### src/rtl/frame_parser_pkg.sv
// Shared definitions for the ASCII frame parser: FSM encoding, error causes
// and the ASCII hex digit decoder.
package frame_parser_pkg;

    typedef enum logic [1:0] {
        HUNT = 2'd0,
        CMD  = 2'd1,
        LEN  = 2'd2,
        DATA = 2'd3
    } state_t;

    localparam logic [1:0] ERR_NONE = 2'd0;
    localparam logic [1:0] ERR_CMD  = 2'd1;
    localparam logic [1:0] ERR_LEN  = 2'd2;
    localparam logic [1:0] ERR_DATA = 2'd3;

    // Returns {is_hex, nibble}; only '0'-'9' and uppercase 'A'-'F' are hex.
    function automatic logic [4:0] hex_decode(input logic [7:0] c);
        logic [4:0] r;
        r = 5'd0;
        if (c >= 8'h30 && c <= 8'h39) begin
            r = {1'b1, c[3:0]};
        end else if (c >= 8'h41 && c <= 8'h46) begin
            r = {1'b1, 4'(c - 8'h37)};
        end
        return r;
    endfunction

endpackage

### src/rtl/frame_parser_if.sv
// Byte-in / word-out bus of the frame parser. The parser uses the slave
// modport; whoever feeds bytes and drains words uses master.
interface frame_parser_if #(
    parameter int DATA_W = 32
);
    logic              in_valid;
    logic [7:0]        in_data;
    logic              in_ready;
    logic [3:0]        cmd;
    logic              cmd_valid;
    logic [15:0]       len;
    logic              out_valid;
    logic [DATA_W-1:0] out_data;
    logic              out_ready;
    logic              frame_done;
    logic              err;
    logic [1:0]        err_code;
    logic              busy;

    modport slave (
        input  in_valid, in_data, out_ready,
        output in_ready, cmd, cmd_valid, len, out_valid, out_data,
               frame_done, err, err_code, busy
    );

    modport master (
        output in_valid, in_data, out_ready,
        input  in_ready, cmd, cmd_valid, len, out_valid, out_data,
               frame_done, err, err_code, busy
    );
endinterface

### src/rtl/frame_fifo.sv
// Generic synchronous FIFO. A push while full is taken only if a pop
// happens in the same cycle, since the pop frees the slot.
module frame_fifo #(
    parameter int WIDTH = 32,
    parameter int DEPTH = 4
) (
    input  logic             clk,
    input  logic             rst,
    input  logic             push,
    input  logic [WIDTH-1:0] push_data,
    input  logic             pop,
    output logic [WIDTH-1:0] pop_data,
    output logic             full,
    output logic             empty
);
    localparam int AW = $clog2(DEPTH);
    localparam logic [AW-1:0] PTR_ONE  = 1;
    localparam logic [AW:0]   CNT_ONE  = 1;
    localparam logic [AW:0]   FULL_CNT = DEPTH[AW:0];

    logic [WIDTH-1:0] mem [DEPTH];
    logic [AW-1:0]    wr_ptr;
    logic [AW-1:0]    rd_ptr;
    logic [AW:0]      count;
    logic             do_push;
    logic             do_pop;

    assign empty    = (count == '0);
    assign full     = (count == FULL_CNT);
    assign do_pop   = pop && !empty;
    assign do_push  = push && (!full || do_pop);
    assign pop_data = mem[rd_ptr];

    // Storage array; no reset needed since count gates visibility.
    always_ff @(posedge clk) begin
        if (do_push) begin
            mem[wr_ptr] <= push_data;
        end
    end

    // Pointers wrap naturally at DEPTH; count tracks occupancy.
    always_ff @(posedge clk) begin
        if (rst) begin
            wr_ptr <= '0;
            rd_ptr <= '0;
            count  <= '0;
        end else begin
            if (do_push) begin
                wr_ptr <= wr_ptr + PTR_ONE;
            end
            if (do_pop) begin
                rd_ptr <= rd_ptr + PTR_ONE;
            end
            if (do_push && !do_pop) begin
                count <= count + CNT_ONE;
            end else if (do_pop && !do_push) begin
                count <= count - CNT_ONE;
            end
        end
    end
endmodule

### src/rtl/frame_parser.sv
// ASCII frame parser: hunts for a 4-byte sync word, then decodes a hex
// command nibble, a hex length field and that many hex-encoded data words,
// which are queued in an output FIFO.
module frame_parser
    import frame_parser_pkg::*;
#(
    parameter int          DATA_W     = 32,
    parameter int          LEN_DIGITS = 4,
    parameter int          FIFO_DEPTH = 4,
    parameter logic [31:0] SYNC       = 32'h4C454146
) (
    input  logic         clk,
    input  logic         rst,
    frame_parser_if.slave bus
);
    localparam logic [2:0] LEN_LAST = 3'(LEN_DIGITS - 1);
    localparam logic [4:0] NIB_LAST = 5'(DATA_W / 4 - 1);

    state_t            state;
    state_t            state_nxt;
    logic [31:0]       sync_sh;
    logic [15:0]       len_acc;
    logic [15:0]       len_reg;
    logic [15:0]       word_cnt;
    logic [2:0]        digit_cnt;
    logic [4:0]        nib_cnt;
    logic [DATA_W-1:0] word_acc;
    logic [3:0]        cmd_reg;
    logic              cmd_valid_reg;
    logic              err_reg;
    logic [1:0]        err_code_reg;

    logic              in_ready_int;
    logic              accept;
    logic              is_hex;
    logic [3:0]        nib;
    logic [31:0]       sync_next;
    logic [15:0]       len_next;
    logic [DATA_W-1:0] word_next;
    logic              len_last;
    logic              nib_last;
    logic              word_last;
    logic              fifo_full;
    logic              fifo_empty;
    logic              push;
    logic              frame_done;
    logic [1:0]        err_cause;

    assign {is_hex, nib} = hex_decode(bus.in_data);
    assign in_ready_int  = (state == DATA) ? !fifo_full : 1'b1;
    assign accept        = bus.in_valid && in_ready_int;
    assign sync_next     = (sync_sh << 8) | {24'd0, bus.in_data};
    assign len_next      = (len_acc << 4) | {12'd0, nib};
    assign word_next     = (word_acc << 4) | DATA_W'(nib);
    assign len_last      = (digit_cnt == LEN_LAST);
    assign nib_last      = (nib_cnt == NIB_LAST);
    assign word_last     = ((word_cnt + 16'd1) == len_reg);

    // State register.
    always_ff @(posedge clk) begin
        if (rst) begin
            state <= HUNT;
        end else begin
            state <= state_nxt;
        end
    end

    // Next-state decode plus the same-cycle push, frame_done and error cause.
    always_comb begin
        state_nxt  = state;
        push       = 1'b0;
        frame_done = 1'b0;
        err_cause  = ERR_NONE;
        case (state)
            HUNT: begin
                if (accept && sync_next == SYNC) begin
                    state_nxt = CMD;
                end
            end
            CMD: begin
                if (accept) begin
                    if (is_hex) begin
                        state_nxt = LEN;
                    end else begin
                        err_cause = ERR_CMD;
                        state_nxt = HUNT;
                    end
                end
            end
            LEN: begin
                if (accept) begin
                    if (!is_hex) begin
                        err_cause = ERR_LEN;
                        state_nxt = HUNT;
                    end else if (len_last) begin
                        if (len_next == 16'd0) begin
                            frame_done = 1'b1;
                            state_nxt  = HUNT;
                        end else begin
                            state_nxt = DATA;
                        end
                    end
                end
            end
            DATA: begin
                if (accept) begin
                    if (!is_hex) begin
                        err_cause = ERR_DATA;
                        state_nxt = HUNT;
                    end else if (nib_last) begin
                        push = 1'b1;
                        if (word_last) begin
                            frame_done = 1'b1;
                            state_nxt  = HUNT;
                        end
                    end
                end
            end
            default: state_nxt = HUNT;
        endcase
    end

    // Datapath: sync shifter, command/length/word accumulators, status pulses.
    always_ff @(posedge clk) begin
        if (rst) begin
            sync_sh       <= '0;
            len_acc       <= '0;
            len_reg       <= '0;
            word_cnt      <= '0;
            digit_cnt     <= '0;
            nib_cnt       <= '0;
            word_acc      <= '0;
            cmd_reg       <= '0;
            cmd_valid_reg <= 1'b0;
            err_reg       <= 1'b0;
            err_code_reg  <= ERR_NONE;
        end else begin
            cmd_valid_reg <= 1'b0;
            err_reg       <= 1'b0;
            if (err_cause != ERR_NONE) begin
                err_reg      <= 1'b1;
                err_code_reg <= err_cause;
            end
            if (state == HUNT && accept) begin
                sync_sh <= sync_next;
            end else if (state != HUNT && state_nxt == HUNT) begin
                sync_sh <= '0;
            end
            case (state)
                CMD: begin
                    if (accept && is_hex) begin
                        cmd_reg       <= nib;
                        cmd_valid_reg <= 1'b1;
                        len_acc       <= '0;
                        digit_cnt     <= '0;
                    end
                end
                LEN: begin
                    if (accept && is_hex) begin
                        len_acc   <= len_next;
                        digit_cnt <= digit_cnt + 3'd1;
                        if (len_last) begin
                            len_reg  <= len_next;
                            word_cnt <= '0;
                            nib_cnt  <= '0;
                            word_acc <= '0;
                        end
                    end
                end
                DATA: begin
                    if (accept && is_hex) begin
                        if (nib_last) begin
                            nib_cnt  <= '0;
                            word_acc <= '0;
                            word_cnt <= word_cnt + 16'd1;
                        end else begin
                            word_acc <= word_next;
                            nib_cnt  <= nib_cnt + 5'd1;
                        end
                    end
                end
                default: ;
            endcase
        end
    end

    frame_fifo #(
        .WIDTH (DATA_W),
        .DEPTH (FIFO_DEPTH)
    ) u_fifo (
        .clk       (clk),
        .rst       (rst),
        .push      (push),
        .push_data (word_next),
        .pop       (bus.out_ready),
        .pop_data  (bus.out_data),
        .full      (fifo_full),
        .empty     (fifo_empty)
    );

    assign bus.in_ready   = in_ready_int;
    assign bus.cmd        = cmd_reg;
    assign bus.cmd_valid  = cmd_valid_reg;
    assign bus.len        = len_reg;
    assign bus.out_valid  = !fifo_empty;
    assign bus.frame_done = frame_done;
    assign bus.err        = err_reg;
    assign bus.err_code   = err_code_reg;
    assign bus.busy       = (state != HUNT);
endmodule

### src/flat_wrapper.sv
// flat-port wrapper written by rule: the top's interface ports become plain ports
module frame_parser_flat import frame_parser_pkg::*;
#(
    parameter int          DATA_W     = 32,
    parameter int          LEN_DIGITS = 4,
    parameter int          FIFO_DEPTH = 4,
    parameter logic [31:0] SYNC       = 32'h4C454146
)
  (clk, rst, bus_in_valid, bus_in_data, bus_out_ready, bus_in_ready, bus_cmd, bus_cmd_valid, bus_len, bus_out_valid, bus_out_data, bus_frame_done, bus_err, bus_err_code, bus_busy);
  frame_parser_if #(.DATA_W(DATA_W)) bus_i ();
  input  logic clk;
  input  logic rst;
  input wire logic [$bits(bus_i.in_valid)-1:0] bus_in_valid;
  input wire logic [$bits(bus_i.in_data)-1:0] bus_in_data;
  input wire logic [$bits(bus_i.out_ready)-1:0] bus_out_ready;
  output wire logic [$bits(bus_i.in_ready)-1:0] bus_in_ready;
  output wire logic [$bits(bus_i.cmd)-1:0] bus_cmd;
  output wire logic [$bits(bus_i.cmd_valid)-1:0] bus_cmd_valid;
  output wire logic [$bits(bus_i.len)-1:0] bus_len;
  output wire logic [$bits(bus_i.out_valid)-1:0] bus_out_valid;
  output wire logic [$bits(bus_i.out_data)-1:0] bus_out_data;
  output wire logic [$bits(bus_i.frame_done)-1:0] bus_frame_done;
  output wire logic [$bits(bus_i.err)-1:0] bus_err;
  output wire logic [$bits(bus_i.err_code)-1:0] bus_err_code;
  output wire logic [$bits(bus_i.busy)-1:0] bus_busy;
  assign bus_i.in_valid = bus_in_valid;
  assign bus_i.in_data = bus_in_data;
  assign bus_i.out_ready = bus_out_ready;
  assign bus_in_ready = bus_i.in_ready;
  assign bus_cmd = bus_i.cmd;
  assign bus_cmd_valid = bus_i.cmd_valid;
  assign bus_len = bus_i.len;
  assign bus_out_valid = bus_i.out_valid;
  assign bus_out_data = bus_i.out_data;
  assign bus_frame_done = bus_i.frame_done;
  assign bus_err = bus_i.err;
  assign bus_err_code = bus_i.err_code;
  assign bus_busy = bus_i.busy;
  frame_parser #(.DATA_W(DATA_W), .LEN_DIGITS(LEN_DIGITS), .FIFO_DEPTH(FIFO_DEPTH), .SYNC(SYNC)) u_core (.clk(clk), .rst(rst), .bus(bus_i));
endmodule
### config.mk
export PLATFORM = sky130hd
export DESIGN_NAME = frame_parser_flat
export DESIGN_NICKNAME = d
export VERILOG_FILES = /design/src/rtl/frame_parser_pkg.sv /design/src/rtl/frame_parser_if.sv /design/src/rtl/frame_fifo.sv /design/src/rtl/frame_parser.sv /design/src/flat_wrapper.sv
export SDC_FILE = /design/constraint.sdc
export NUM_CORES = 1
export LEC_CHECK = 0
export BUFFER_PORTS_ARGS = -buffer_cell sky130_fd_sc_hd__buf_2
export CORE_MARGIN = 8
export CORE_UTILIZATION = 35
export CTS_CLUSTER_SIZE = 14
export DETAILED_ROUTE_END_ITERATION = 8
export PLACE_DENSITY_LB_ADDON = 0.12
export SYNTH_ARGS = -nofsm -noshare
export SYNTH_HDL_FRONTEND = slang
export SYNTH_SLANG_ARGS = --single-unit
### constraint.sdc
create_clock -name clk -period 10 [get_ports clk]
set_input_delay 0 -clock clk [delete_from_list [all_inputs] [get_ports clk]]
set_output_delay 0 -clock clk [all_outputs]
set_load 0.02 [all_outputs]
# Word level (Yosys, flattened, before mapping)

Memories as Yosys holds them, arrays and structs flattened. A register that Yosys moved wholly into a read port is not among the register bits.
Index checks and enable logic that the tools add are counted.
W data, S select, Z words.

RAM bits: 128
Memories kept: 1
Bits in registers: 121

Memory list:

| memory            | depth | width | rd ports | clocked after memory_dff | write ports | RTL line         | text |
|---|---|---|---|---|---|---|---|
| u_core.u_fifo.mem | 4     | 32    | 1        | 1                        | 1           | frame_fifo.sv:21 | `logic [WIDTH-1:0] mem [DEPTH];` |

Eq/ne operators: 13
Add/subtract/negate cells: 8
Bitwise operators: 4
$lt $le $gt $ge: 4
Mux-type cells: 66
Reductions and logical operators: 32

Operators with widths:

| cell                    | count |
|---|---|
| $mux W28                | 4 |
| $mux W16                | 4 |
| $pmux W28 S2            | 1 |
| $mux W24                | 2 |
| $mux W2                 | 18 |
| $eq A32 B31 Y1 const B  | 1 |
| $or A32 B4 Y32          | 1 |
| $or A32 B8 Y32          | 1 |
| $pmux W16 S2            | 1 |
| $mux W5                 | 6 |
| $mux W12                | 2 |
| $pmux W12 S2            | 1 |
| $mux W1                 | 18 |
| $add A16 B1 Y16 const B | 1 |
| $eq A16 B16 Y1          | 1 |
| $logic_not A16 Y1       | 1 |
| $or A16 B4 Y16          | 1 |
| $mux W3                 | 4 |
| $reduce_bool A2 Y1      | 6 |
| $logic_and A1 B1 Y1     | 11 |
| $pmux W5 S2             | 1 |
| $ge A8 B6 Y1 const B    | 1 |
| $ge A8 B7 Y1 const B    | 1 |
| $le A8 B6 Y1 const B    | 1 |
| 27 further kinds        | 38 |

# Depth between registers and ports, before layout

Word-level depth: 15
Mapped depth: 15
Depth with buffers taken out: 13

# Modules after synthesis

From an unflattened synthesis, not the netlist that was laid out.

Cell total of the unflattened synthesis: 902
Area total of the unflattened synthesis: 10,611.4 µm²

By module, submodules not included:

| module       | times used | cells an instance | sequential area each (µm²) | area an instance (µm²) |
|---|---|---|---|---|
| frame_parser | 1          | 687               | 2,282.2                    | 5,504.0 |
| frame_fifo   | 1          | 215               | 4,023.9                    | 5,107.4 |

# Least setup slack after synthesis

No wires, ideal clock.

Kind: input-to-reg
Start: input port bus_in_data[3]
End: register u_core.u_fifo.count[2]
Slack: 6.810 ns
Required time: 9.929 ns
Cell stages on the path: 14
Arrival time: 3.119 ns
Setup time: 0.071 ns
Path through: buf_2 or4b_4 nor4_4 nor2_2 or3_1 buf_2 inv_2 buf_2 ha_1 inv_1 fa_1 xor2_1 or3_1 a21oi_1

Cells in the longest elaborated chain, start to end: 11
Elaborated cells on any way between the ends: 17

Ends and longest elaborated chain:

| what                                         | RTL line               | text |
|---|---|---|
| start: declaration                           | flat_wrapper.sv:14     | `input wire logic [$bits(bus_i.in_data)-1:0] bus_in_data;` |
| $ge A8 B7 Y1 or $le A8 B7 Y1 (tied branches) | frame_parser_pkg.sv:23 | `end else if (c >= 8'h41 && c <= 8'h46) begin` |
| $logic_and A1 B1 Y1                          | frame_parser_pkg.sv:23 |  |
| $mux W5                                      | frame_parser_pkg.sv:23 |  |
| $mux W5 (*)                                  | frame_parser_pkg.sv:21 | `if (c >= 8'h30 && c <= 8'h39) begin` |
| $mux W1 (*)                                  | frame_parser.sv:107    | `if (!is_hex) begin` |
| $mux W1 (*)                                  | frame_parser.sv:106    | `if (accept) begin` |
| $mux W1 (*)                                  | frame_parser.sv:74     | `case (state)` |
| $logic_and A1 B1 Y1 (*)                      | frame_fifo.sv:31       | `assign do_push = push && (!full \|\| do_pop);` |
| via u_core.u_fifo.do_push                    | frame_fifo.sv:25       | `logic do_push;` |
| $logic_not A1 Y1                             | frame_fifo.sv:56       | `end else if (do_pop && !do_push) begin` |
| $logic_and A1 B1 Y1                          | frame_fifo.sv:56       |  |
| $reduce_bool A2 Y1 (no line)                 | n/a                    |  |
| end signal: assignment                       | frame_fifo.sv:55       | `count <= count + CNT_ONE;` |
| end signal: assignment                       | frame_fifo.sv:57       | `count <= count - CNT_ONE;` |
| end: declaration                             | frame_fifo.sv:24       | `logic [AW:0] count;` |

The timed path passes the listed nets; every way through them passes the cells marked *.
A chain may end at the register's enable or synchronous reset.

# Worst setup path after layout

Start: register u_core.word_cnt[0]
End: register u_core.sync_sh[14]

Cells in the longest elaborated chain, start to end: 10

Ends and longest elaborated chain:

| what                         | RTL line            | text |
|---|---|---|
| start: declaration           | frame_parser.sv:24  | `logic [15:0] word_cnt;` |
| start signal: assignment     | frame_parser.sv:175 | `word_cnt <= word_cnt + 16'd1;` |
| $add A16 B1 Y16              | frame_parser.sv:57  | `assign word_last = ((word_cnt + 16'd1) == len_reg);` |
| $eq A16 B16 Y1               | frame_parser.sv:57  |  |
| $mux W2                      | frame_parser.sv:112 | `if (word_last) begin` |
| $mux W2                      | frame_parser.sv:110 | `end else if (nib_last) begin` |
| $mux W2                      | frame_parser.sv:107 |  |
| $mux W2                      | frame_parser.sv:106 |  |
| $pmux W2 S4                  | frame_parser.sv:74  |  |
| $logic_not A2 Y1             | frame_parser.sv:146 | `end else if (state != HUNT && state_nxt == HUNT) begin` |
| $logic_and A1 B1 Y1          | frame_parser.sv:146 |  |
| $reduce_bool A2 Y1 (no line) | n/a                 |  |
| end signal: assignment       | frame_parser.sv:145 | `sync_sh <= sync_next;` |
| end: declaration             | frame_parser.sv:21  | `logic [31:0] sync_sh;` |

No other way between the ends.

==> flow_summary.yaml <==
timing:
  clock.fmax_mhz: 261
  worst_slack_ns: 6.17
  rsz0062_at_grt: "no"
  slew_headroom_pct: 15.7
  hold-worst-slack_ns: 0.240
  setup-violations-final: 0
  tns_ns: 0
  fin_crit_sh_pct: 38.3
  period_needed_ns: 3.83
  drv_slew: 0
  worst_pin_slew_ns: 1.26
  hold_violations: 0
  fin_skew_ns: 0.0186
hold_path:
  hp-class: "in2reg"
job:
  drv_cap: 0
synthesis:
  yosysWarnings: 0
  synth.largest_area_cell: "edfxtp_1"
  synth_edf_count: 128
  synth_top_area_share_pct: 37.2
  yosysUniqueCellTypes: 65
  ys_top_cells_by_area: "edfxtp_1 37%, dfxtp_1 24%, mux4_2 7.0%, nor2_1 3.1%, nand2_1 2.2%"
  yosysSeqAreaShare_pct: 61.1
  ys_dominant_reg_cell: "edfxtp_1"
  synthesis.area_sq_um: 10300
  synthArstFlopShare_pct: 0
  synth_cells: 844
  syn_nets: 870
  synth-seq-cells: 251
  syn_avg_cell_area_sq_um: 12.2
route:
  vias: 6783
  post_drt_wl_per_cell_microns: 18.6
  viasPerCell: 5.15
  antenna_left: 0
  routed_wl_mm: 24.5
  first_pass_iters: 4
  drt_iter0_drc: 451
  drc: 0
setup_path:
  max_stage_delay_ns: 0.91
  start_kind: "flop"
  required_ns: 10.37
  path_cells: "ha_1 > and3_1 > a31oi_1 > or3_1 > a2111oi_1 > o2111ai_1 > a21oi_2 > o21ai_0"
  cp_max_fo: 24
  worst_setup_path_end_kind: "flop"
  slowest_stage: "a21oi_2"
  critical_path_arrival_ns: 4.20
  worstPathBufferInverterCount: 0
  path_delay_family: "compound AO/OA/AOI/OAI gates"
  worstSetupPathType: "reg2reg"
placed_design:
  routabilityCongestion: 0.793
  dp_slack_ns: 6.20
  dp.final_hpwl_mm: 15.2
  dp.cells: 1255
  port-buffer-count: 71
  place_area_sq_um: 11000
global_routing:
  track_usage_pct: 13.5
  grt_pass1_wl_mm: 39.0
  grt_max_degree: 87
  grt_pass1_vias: 6816
  gr-usage-met3_pct: 2.43
  met2_usage_pct: 22.6
  grt_use_met1_pct: 17.7
  busiest_layer: "met2"
  antenna_found_initial: 0
  gr-total-overflow: 0
power:
  total_power_mw: 2.17
  p_sw_mw: 0.429
  vdd.ir_drop.worst_v: 0.000107
  p_sw_share_pct: 19.7
  clock_power_share_pct: 48.8
  leakagePower_nw: 4.30
  internal_power_mw: 1.74
  power_frac_comb_pct: 1.6
  powerDensity_nw_per_um2: 179
  p_seq_share_pct: 49.6
clock_network:
  clock_sinks: 251
  cts_tree: "done"
  clkTransAtPathRegs_ns: 0.06
  ctsResizeCount: 0
  htreeDepth: 1
  clockBufferDepth: 3
  cts_buffers: 27
  clk_latency_ns: 0.54
  root_buffer: "clkbuf_16"
layout:
  fin_area_sq_um: 12100
  final_cell_mix: "128 x edfxtp_1, 122 x dfxtp_1, 85 x nor2_1, 70 x buf_2, 61 x nand2_1"
  largest_register_ffs: 128
  fin_util_pct: 41.2
  n_antenna_cell: 0
  multi_input_area_sq_um: 3760
  drive_gt1_share_pct: 19.1
  area_growth_pct: 17.1
  largest_register: "u_core.u_fifo.mem"
  fillers: 2830
  nNetsFinal: 932
  regArea_sq_um: 6310
  stdcell_count: 1317
  reg_top3: "u_core.u_fifo.mem x128, u_core.word_acc x28, u_core.sync_sh x24"
  final_common_cell: "edfxtp_1"
floorplanning:
  row_count: 63
  initial_core_util_pct: 35.2
  die_w_microns: 188
  die_h_microns: 188
  design.core.area_sq_um: 29300
  ios: 72
  die_area_sq_um: 35300
outcome:
  status: "completed"
==> synthesized netlist by cell type, drive strengths merged, types with 6 or more instances <==
master    n
a211oi    8
a21oi    45
a22oi    29
a31oi     9
and2      6
buf      15
clkbuf   42
dfxtp   123
edfxtp  128
ha       13
inv      14
mux2i    17
mux4     32
nand2    61
nand3    29
nand3b   30
nand4     7
nor2     87
nor3      9
nor4      9
o21ai    43
or3      11
xnor2    14
xor2     14
==> cell families after synthesis <==
logic type	Yosys count	share of synthesized area [%]
adder cells (fa/ha/maj)	14	1.77
AND/OR/NAND/NOR	276	14.0
multiplexers	49	8.63
buffers and inverters	71	2.71
XOR/XNOR	29	2.61
flip-flops	251	61.1
AO/OA/AOI/OAI	154	9.25
==> worst reg2reg max path, stage by stage (launching register included) <==
cell and delay [ns]:
dfxtp_1 0.43, ha_1 0.34, and3_1 0.31, a31oi_1 0.14, or3_1 0.33, a2111oi_1 0.62, o2111ai_1 0.34, a21oi_2 0.91
o21ai_0 0.24
==> cell type report <==
type	count	area share, %
clock inverters	11	1.29
clock buffers	39	6.62
flip-flops and latches	251	52.1
well taps	390	4.03
repair buffers	90	4.39
multi-input cells	522	31.1
inverters	14	0.434
==> power groups by stage <==
stage / Sequential (mW) / Combinational, mW / Clock [mW]
finish: 1.08 / 0.0347 / 1.06
global route: 1.08 / 0.0387 / 1.12
CTS: 1.08 / 0.0353 / 1.09
detailed placement: 1.10 / 0.0319 / 0
global placement: 1.10 / 0.0320 / 0
floorplan: 1.10 / 0.0218 / 0
==> repair_timing <==
action / 4_1_cts / 5_1_grt
endpoints found under the hold margin: 22 / 0
hold buffers: 12 / 0
buffers inserted: 0 / 0
endpoints found under the setup margin: 0 / 0
==> path summary, 6_finish.rpt <==
path	startpoint	endpoint	slack [ns]	cells after the start
worst max register to register	u_core.word_cnt[0]	u_core.sync_sh[14]	6.17	8
worst min-delay path	bus_in_data[6]	u_core.sync_sh[6]	0.24	4
worst min register to register	u_core.bus.err_code[1]	u_core.bus.err_code[1]	0.46	2
worst max-delay path	u_core.word_cnt[0]	u_core.sync_sh[14]	6.17	8
==> routing by layer <==
layer  wire (microns)  vias up
met5                0        -
met4              557        0
met3              945       36
met2            11800      129
met1            11200     3344
li1                 -     3274
(Power assumes the default switching activity.)
